<file path="config.mk">
export PLATFORM = sky130hd
export DESIGN_NAME = muldiv_ctrl
export DESIGN_NICKNAME = d
export VERILOG_FILES = /design/src/rtl/muldiv_ctrl_pkg.sv /design/src/rtl/muldiv_ctrl_abs.sv /design/src/rtl/muldiv_ctrl.sv
export SDC_FILE = /design/constraint.sdc
export NUM_CORES = 1
export LEC_CHECK = 0
export BUFFER_PORTS_ARGS = -buffer_cell sky130_fd_sc_hd__buf_4
export CAP_MARGIN = 10
export CORE_MARGIN = 2
export CORE_UTILIZATION = 37
export DETAILED_ROUTE_END_ITERATION = 7
export HOLD_SLACK_MARGIN = 0.06
export PLACE_DENSITY = 0.57
export SLEW_MARGIN = 40
export SYNTH_ARGS = -nofsm -noshare
export SYNTH_HDL_FRONTEND = slang
export SYNTH_SLANG_ARGS = --single-unit
</file>
<file path="constraint.sdc">
create_clock -name clk -period 2.9 [get_ports clk]
set_input_delay 0.29 -clock clk [delete_from_list [all_inputs] [get_ports clk]]
set_output_delay 0.29 -clock clk [all_outputs]
set_load 0.05 [all_outputs]
</file>
<file path="src/rtl/muldiv_ctrl_pkg.sv">
// Shared types and constants for the multiply/divide sequencer.
// Divider support is controlled by the MULDIV_DIV_EN macro in muldiv_ctrl.sv.
package muldiv_ctrl_pkg;

  typedef enum logic [1:0] {
    OP_MULT  = 2'b00,
    OP_MULTU = 2'b01,
    OP_DIV   = 2'b10,
    OP_DIVU  = 2'b11
  } op_e;

  typedef enum logic [1:0] {
    ST_IDLE = 2'd0,
    ST_RUN  = 2'd1,
    ST_FIX  = 2'd2
  } state_e;

  localparam int MULDIV_ITER = 32;

endpackage

</file>
<file path="src/rtl/muldiv_ctrl_abs.sv">
// Conditional 32-bit absolute value: negates only when the operand is treated
// as signed and its sign bit is set, and reports that it did so.
module muldiv_abs (
  input  logic [31:0] val,
  input  logic        is_signed,
  output logic [31:0] mag,
  output logic        neg
);

  // Magnitude and sign flag for one operand
  always_comb begin
    neg = is_signed & val[31];
    mag = neg ? -val : val;
  end

endmodule

</file>
<file path="src/rtl/muldiv_ctrl.sv">
// Multi-cycle multiply/divide sequencer owning the HI/LO pair.
// Shift-add multiply or restoring divide over ITER iterations, then a sign fix.
// Build option: define MULDIV_DIV_EN to include the divider datapath; without it
// DIV/DIVU complete in one cycle and leave HI/LO untouched.
module muldiv_ctrl
  import muldiv_ctrl_pkg::*;
#(
  parameter int ITER = MULDIV_ITER
) (
  input  logic        clk,
  input  logic        rst_n,
  input  logic        start,
  input  logic [1:0]  op,
  input  logic [31:0] rs_val,
  input  logic [31:0] rt_val,
  input  logic        mf_req,
  output logic        busy,
  output logic        done,
  output logic        stall,
  output logic [31:0] hi,
  output logic [31:0] lo
);

  localparam int CNT_W = $clog2(ITER);
  localparam logic [CNT_W-1:0] CNT_LAST = CNT_W'(ITER - 1);

  state_e state_q, state_d;
  logic   done_q, done_d;
  logic   load;

  op_e         op_in;
  logic        op_signed;
  logic [31:0] rs_mag, rt_mag;
  logic        rs_neg, rt_neg;

  logic [CNT_W-1:0] cnt_q;
  logic [63:0]      acc_q;
  logic [31:0]      b_q;
  logic             neg_q;
  logic [31:0]      hi_q, lo_q;

  logic [32:0] mul_sum;
  logic [63:0] mul_next;
  logic [63:0] step_next;
  logic [31:0] hi_fix, lo_fix;

`ifdef MULDIV_DIV_EN
  logic        is_div_q;
  logic        rem_neg_q;
  logic [31:0] rs_raw_q;
  logic [32:0] div_tmp, div_trial;
  logic        div_borrow;
  logic [63:0] div_next;
`endif

  assign op_in     = op_e'(op);
  assign op_signed = (op_in == OP_MULT) || (op_in == OP_DIV);

  muldiv_abs u_abs_rs (
    .val       (rs_val),
    .is_signed (op_signed),
    .mag       (rs_mag),
    .neg       (rs_neg)
  );

  muldiv_abs u_abs_rt (
    .val       (rt_val),
    .is_signed (op_signed),
    .mag       (rt_mag),
    .neg       (rt_neg)
  );

  assign busy  = (state_q != ST_IDLE);
  assign done  = done_q;
  assign stall = mf_req & busy;
  assign hi    = hi_q;
  assign lo    = lo_q;

  // State and done-pulse register
  always_ff @(posedge clk) begin
    if (!rst_n) begin
      state_q <= ST_IDLE;
      done_q  <= 1'b0;
    end else begin
      state_q <= state_d;
      done_q  <= done_d;
    end
  end

  // Next-state, operand-load strobe and done request
  always_comb begin
    state_d = state_q;
    done_d  = 1'b0;
    load    = 1'b0;
    case (state_q)
      ST_IDLE: begin
        if (start) begin
`ifdef MULDIV_DIV_EN
          load    = 1'b1;
          state_d = ST_RUN;
`else
          if (op[1]) begin
            done_d = 1'b1;
          end else begin
            load    = 1'b1;
            state_d = ST_RUN;
          end
`endif
        end
      end
      ST_RUN: begin
        if (cnt_q == CNT_LAST) state_d = ST_FIX;
      end
      ST_FIX: begin
        state_d = ST_IDLE;
        done_d  = 1'b1;
      end
      default: state_d = ST_IDLE;
    endcase
  end

  // One iteration of the multiply (and divide, when built) on the accumulator
  always_comb begin
    mul_sum   = {1'b0, acc_q[63:32]} + (acc_q[0] ? {1'b0, b_q} : 33'd0);
    mul_next  = {mul_sum, acc_q[31:1]};
    step_next = mul_next;
`ifdef MULDIV_DIV_EN
    div_tmp    = acc_q[63:31];
    div_trial  = div_tmp - {1'b0, b_q};
    div_borrow = div_trial[32];
    div_next   = {(div_borrow ? div_tmp[31:0] : div_trial[31:0]), acc_q[30:0], ~div_borrow};
    if (is_div_q) step_next = div_next;
`endif
  end

  // Sign correction and HI/LO placement of the finished result
  always_comb begin
    {hi_fix, lo_fix} = neg_q ? -acc_q : acc_q;
`ifdef MULDIV_DIV_EN
    if (is_div_q) begin
      if (b_q == '0) begin
        lo_fix = '1;
        hi_fix = rs_raw_q;
      end else begin
        lo_fix = neg_q     ? -acc_q[31:0]  : acc_q[31:0];
        hi_fix = rem_neg_q ? -acc_q[63:32] : acc_q[63:32];
      end
    end
`endif
  end

  // Operand latch, iteration datapath and HI/LO write-back
  always_ff @(posedge clk) begin
    if (!rst_n) begin
      cnt_q     <= '0;
      acc_q     <= '0;
      b_q       <= '0;
      neg_q     <= 1'b0;
      hi_q      <= '0;
      lo_q      <= '0;
`ifdef MULDIV_DIV_EN
      is_div_q  <= 1'b0;
      rem_neg_q <= 1'b0;
      rs_raw_q  <= '0;
`endif
    end else begin
      case (state_q)
        ST_IDLE: begin
          if (load) begin
            cnt_q <= '0;
            neg_q <= rs_neg ^ rt_neg;
            b_q   <= rs_mag;
            acc_q <= {32'd0, rt_mag};
`ifdef MULDIV_DIV_EN
            is_div_q  <= op[1];
            rem_neg_q <= rs_neg;
            rs_raw_q  <= rs_val;
            if (op[1]) begin
              b_q   <= rt_mag;
              acc_q <= {32'd0, rs_mag};
            end
`endif
          end
        end
        ST_RUN: begin
          acc_q <= step_next;
          cnt_q <= cnt_q + 1'b1;
        end
        ST_FIX: begin
          hi_q <= hi_fix;
          lo_q <= lo_fix;
        end
        default: ;
      endcase
    end
  end

endmodule

</file>
==> metrics.log <==
INFO  metric outcome = completed
INFO  metric startpoint_type = register
INFO  metric min-delay-start = rs_val[1]
INFO  metric critPathCaptureType = register
INFO  metric dominantRegCellSynth = dfxtp_1
INFO  metric via_per_inst = 5.42
INFO  metric cpPeakStageDelay = 0.54 ns
INFO  metric core-area = 0.0285 sq mm
INFO  metric io_pins = 137
INFO  metric route.final.wire_length = 33.5 mm
INFO  metric netlist_instances = 1,381
INFO  metric rr_startpoint = acc_q[11]
INFO  metric n_fill_cell = 2,888
INFO  metric worst_clk_skew = 0.0177 ns
INFO  metric rr_endpoint = hi[23]
INFO  metric rr_worst_depth = 7
INFO  metric worst_hold_path.endpoint = b_q[1]
INFO  metric final-setup-viol-count = 0
INFO  metric worst_hold_slack = 0.149 ns
INFO  metric clock_latency_late_sink = 0.44 ns
INFO  metric clock-root-buffer = clkbuf_16
INFO  metric pwr-share-comb = 18.1%
INFO  metric crit_path_cell_trace = or4_1 -> nand2b_4 -> or4_4 -> or3_1 -> o41ai_1 -> xor2_1 -> o21ai_0
INFO  metric sw_frac_of_total = 29.8%
INFO  metric cts_inserted_buffers = 17
INFO  metric worst_path_max_delay_cell = or4_1
INFO  metric floorplan.die_area = 0.0301 sq mm
INFO  metric maxSlewViolCount = 0
INFO  metric setup.reg_to_reg.worst_slack = 0.09 ns
INFO  metric ctsHoldBuffers = 0
INFO  metric max_freq = 0.356 GHz
INFO  metric post_route_cells_drive_above_1_share = 21.5%
INFO  metric dp.final_hpwl = 25.8 mm
INFO  metric p_int = 4.07 mW
INFO  metric drt_iter0_markers = 841
INFO  metric layout-area-overhead-vs-synth = 26.8%
INFO  metric h_tree_depth = 4
INFO  metric total_leakage_power = 5.37 nW
INFO  metric yosys.cell_count.top_type = dfxtp_1
INFO  metric critical_path_arrival = 3.10 ns
INFO  metric pwr_density_cell = 430 mW/mm^2
INFO  metric finalHoldViolCount = 0
INFO  metric clk_path_buf_depth = 2
INFO  metric routedWlPerCell = 17.1 um
INFO  metric hold_depth = 3
INFO  metric final.setup.tns = 0 ns
INFO  metric num_clock_sinks = 169
INFO  metric yosys_warnings = 0
INFO  metric clock_tree_from_tritoncts = done
INFO  metric grt_pass1_vias = 9,928
INFO  metric max-slew-margin-rel = 50.0%
INFO  metric required = 3.19 ns
INFO  metric postSynthRegisterBits = 169
INFO  metric netlist_area = 0.0106 sq mm
INFO  metric globalplace.congestion = 0.910
INFO  metric clock_power_share = 39.8%
INFO  metric hp-class = input pin to register
INFO  metric period_needed = 2.81 ns
INFO  metric netlist.area_leader.share = 31.8%
INFO  metric critPathKind = register to register
INFO  metric total_nets_after_synthesis = 1,489
INFO  metric cap_viol_max_count = 0
INFO  metric ys_top_cells_by_area = dfxtp_1 (32%), xor2_1 (7.0%), a21oi_1 (5.5%)
INFO  metric grt_setup_unrepaired = yes
INFO  metric asyncSetResetFlopFracSynth = 0%
INFO  metric yosys.area.top_type = dfxtp_1
INFO  metric tightest_slew = 0.749 ns
INFO  metric finalNetCount = 1,670
INFO  metric synth_edf_count = 0
INFO  metric synth_cell_type_count = 65
INFO  metric fin_crit_sh = 97.0%
INFO  metric vdd.ir_drop.worst = 426 uV
INFO  metric port_buf_inserts = 136
INFO  metric grt_antenna_before_repair = 0
INFO  metric vias = 10,600
INFO  metric floorplan.die.width = 174 um
INFO  metric clk_pin_slew_worst_paths = 0.07 ns
INFO  metric grt_start_max_net_pins = 88
INFO  metric wire_length_of_the_first_global_routing_pass = 53.4 mm
INFO  metric synth.top_cells.by_count = dfxtp_1 (169), nand2_1 (142), a21oi_1 (117)
INFO  metric synthesis.area_per_instance = 7.71 sq um
INFO  metric yosysSeqAreaShare = 31.8%
INFO  metric crit_fanout = 6
INFO  metric fp.dieH = 174 um
INFO  metric remaining_antenna_violation_count_after_routing = 0
INFO  metric drt-pass1-iter-count = 5
INFO  metric grt_util_overall = 21.9%
INFO  metric detail_route.drc_violations = 0
INFO  metric net-switching-power = 1.73 mW
INFO  metric power.sequential.fraction = 42.1%
INFO  metric placement_rows = 62
INFO  metric finalCoreUtilization = 47.3%
INFO  metric antenna_cells_inserted = 0
INFO  metric initial_core_util = 37.3%
INFO  metric grt.overflow.total = 0
[state kept, by name, indices dropped and copies added, names as in the netlist]
name     count
state_q      2
cnt_q        5
done         1
b_q         32
lo          32
hi          32
neg_q        1
acc_q       64
[per-stage QoR]
step,instance area [sq um],power (mW),setup WS (ns),std cells
global route,13500,6.05,-0.0396,1959
floorplan,10700,3.08,-0.0389,1381
finish,13500,5.80,0.0878,1959
CTS,13300,5.83,0.00376,1958
global placement,12700,3.52,0.0747,1926
detailed placement,12700,3.53,0.0207,1926
[how the worst max path moves through the flow]
| stage | start | slack, ns | to |
|---|---|---|---|
| 4_1_cts | acc_q[0] | 0.004 | acc_q[61] |
| 3_5_place_dp | acc_q[0] | 0.02 | acc_q[61] |
| 6_report | acc_q[11] | 0.09 | hi[23] |
| 5_1_grt | acc_q[11] | -0.04 | hi[23] |
| 3_3_place_gp | acc_q[0] | 0.07 | acc_q[59] |
| 2_1_floorplan | acc_q[0] | -0.04 | acc_q[61] |
[kinds of logic (layout without fill, tap and decap cells)]
kind of cell	after synthesis	in the layout	share of synthesized area, %
AND/OR/NAND/NOR	502	502	23.2
AO/OA/AOI/OAI	424	424	25.3
flip-flops	169	169	31.8
XOR/XNOR	132	132	10.9
buffers and inverters	114	308	4.11
adder cells (fa/ha/maj)	38	38	4.54
multiplexers	2	2	0.188
[layout by cell type (no fill, tap or decap), drive strengths merged, types with 3 or more instances in the layout]
cell / count
buf: 256
dfxtp: 169
nand2: 142
a21oi: 117
nor2: 112
o21ai: 101
xor2: 85
a211oi: 50
xnor2: 47
and2: 44
nor3: 41
nand3: 39
ha: 37
o31ai: 31
a22oi: 30
inv: 25
or3: 23
clkbuf: 19
nand4: 18
nor4: 18
o41ai: 17
a21o: 15
a31oi: 14
or4: 14
nand2b: 13
and3: 11
nor2b: 8
o21a: 7
or2: 7
a311oi: 5
nand3b: 5
clkinv: 5
o21bai: 4
o22ai: 4
a221oi: 3
o211ai: 3
a21boi: 3
o311ai: 3
[what timing repair did]
item,CTS,global route
setup endpoints to repair,0,16
buffers inserted,0,1
resized for setup,0,31
[layout make-up]
cell class | count | area, sq um | area share, %
clock buffers | 19 | 453 | 3.36
clock inverters | 13 | 134 | 0.992
inverters | 20 | 76.3 | 0.566
multi-input cells | 1098 | 7020 | 52.0
flip-flops and latches | 169 | 3390 | 25.1
well taps | 384 | 480 | 3.56
repair buffers | 256 | 1950 | 14.5
[worst max-delay path: cells and delay by family, from the launching register on]
family,cells,cell delay (ns)
and+or+nand+nor,4,1.66
DFF,1,0.36
xor gates and xnor gates,1,0.18
AOI/OAI and AO/OA,2,0.48
[layer usage]
metal,vias to the layer above,routed length (um),GRT usage [%]
met1,4888,17000,33.1
met3,22,2100,3.40
met2,318,14100,32.6
met4,0,340,4.55
li1,5387,-,-
met5,-,0,0
[power by group through the flow]
stage / Combinational, mW / Clock [mW] / Sequential, mW
6_report: 1.05 / 2.31 / 2.44
5_1_grt: 1.15 / 2.45 / 2.45
4_1_cts: 1.04 / 2.36 / 2.44
3_5_place_dp: 1.03 / 0 / 2.49
3_3_place_gp: 1.03 / 0 / 2.49
2_1_floorplan: 0.595 / 0 / 2.48
(Power assumes the default switching activity.)
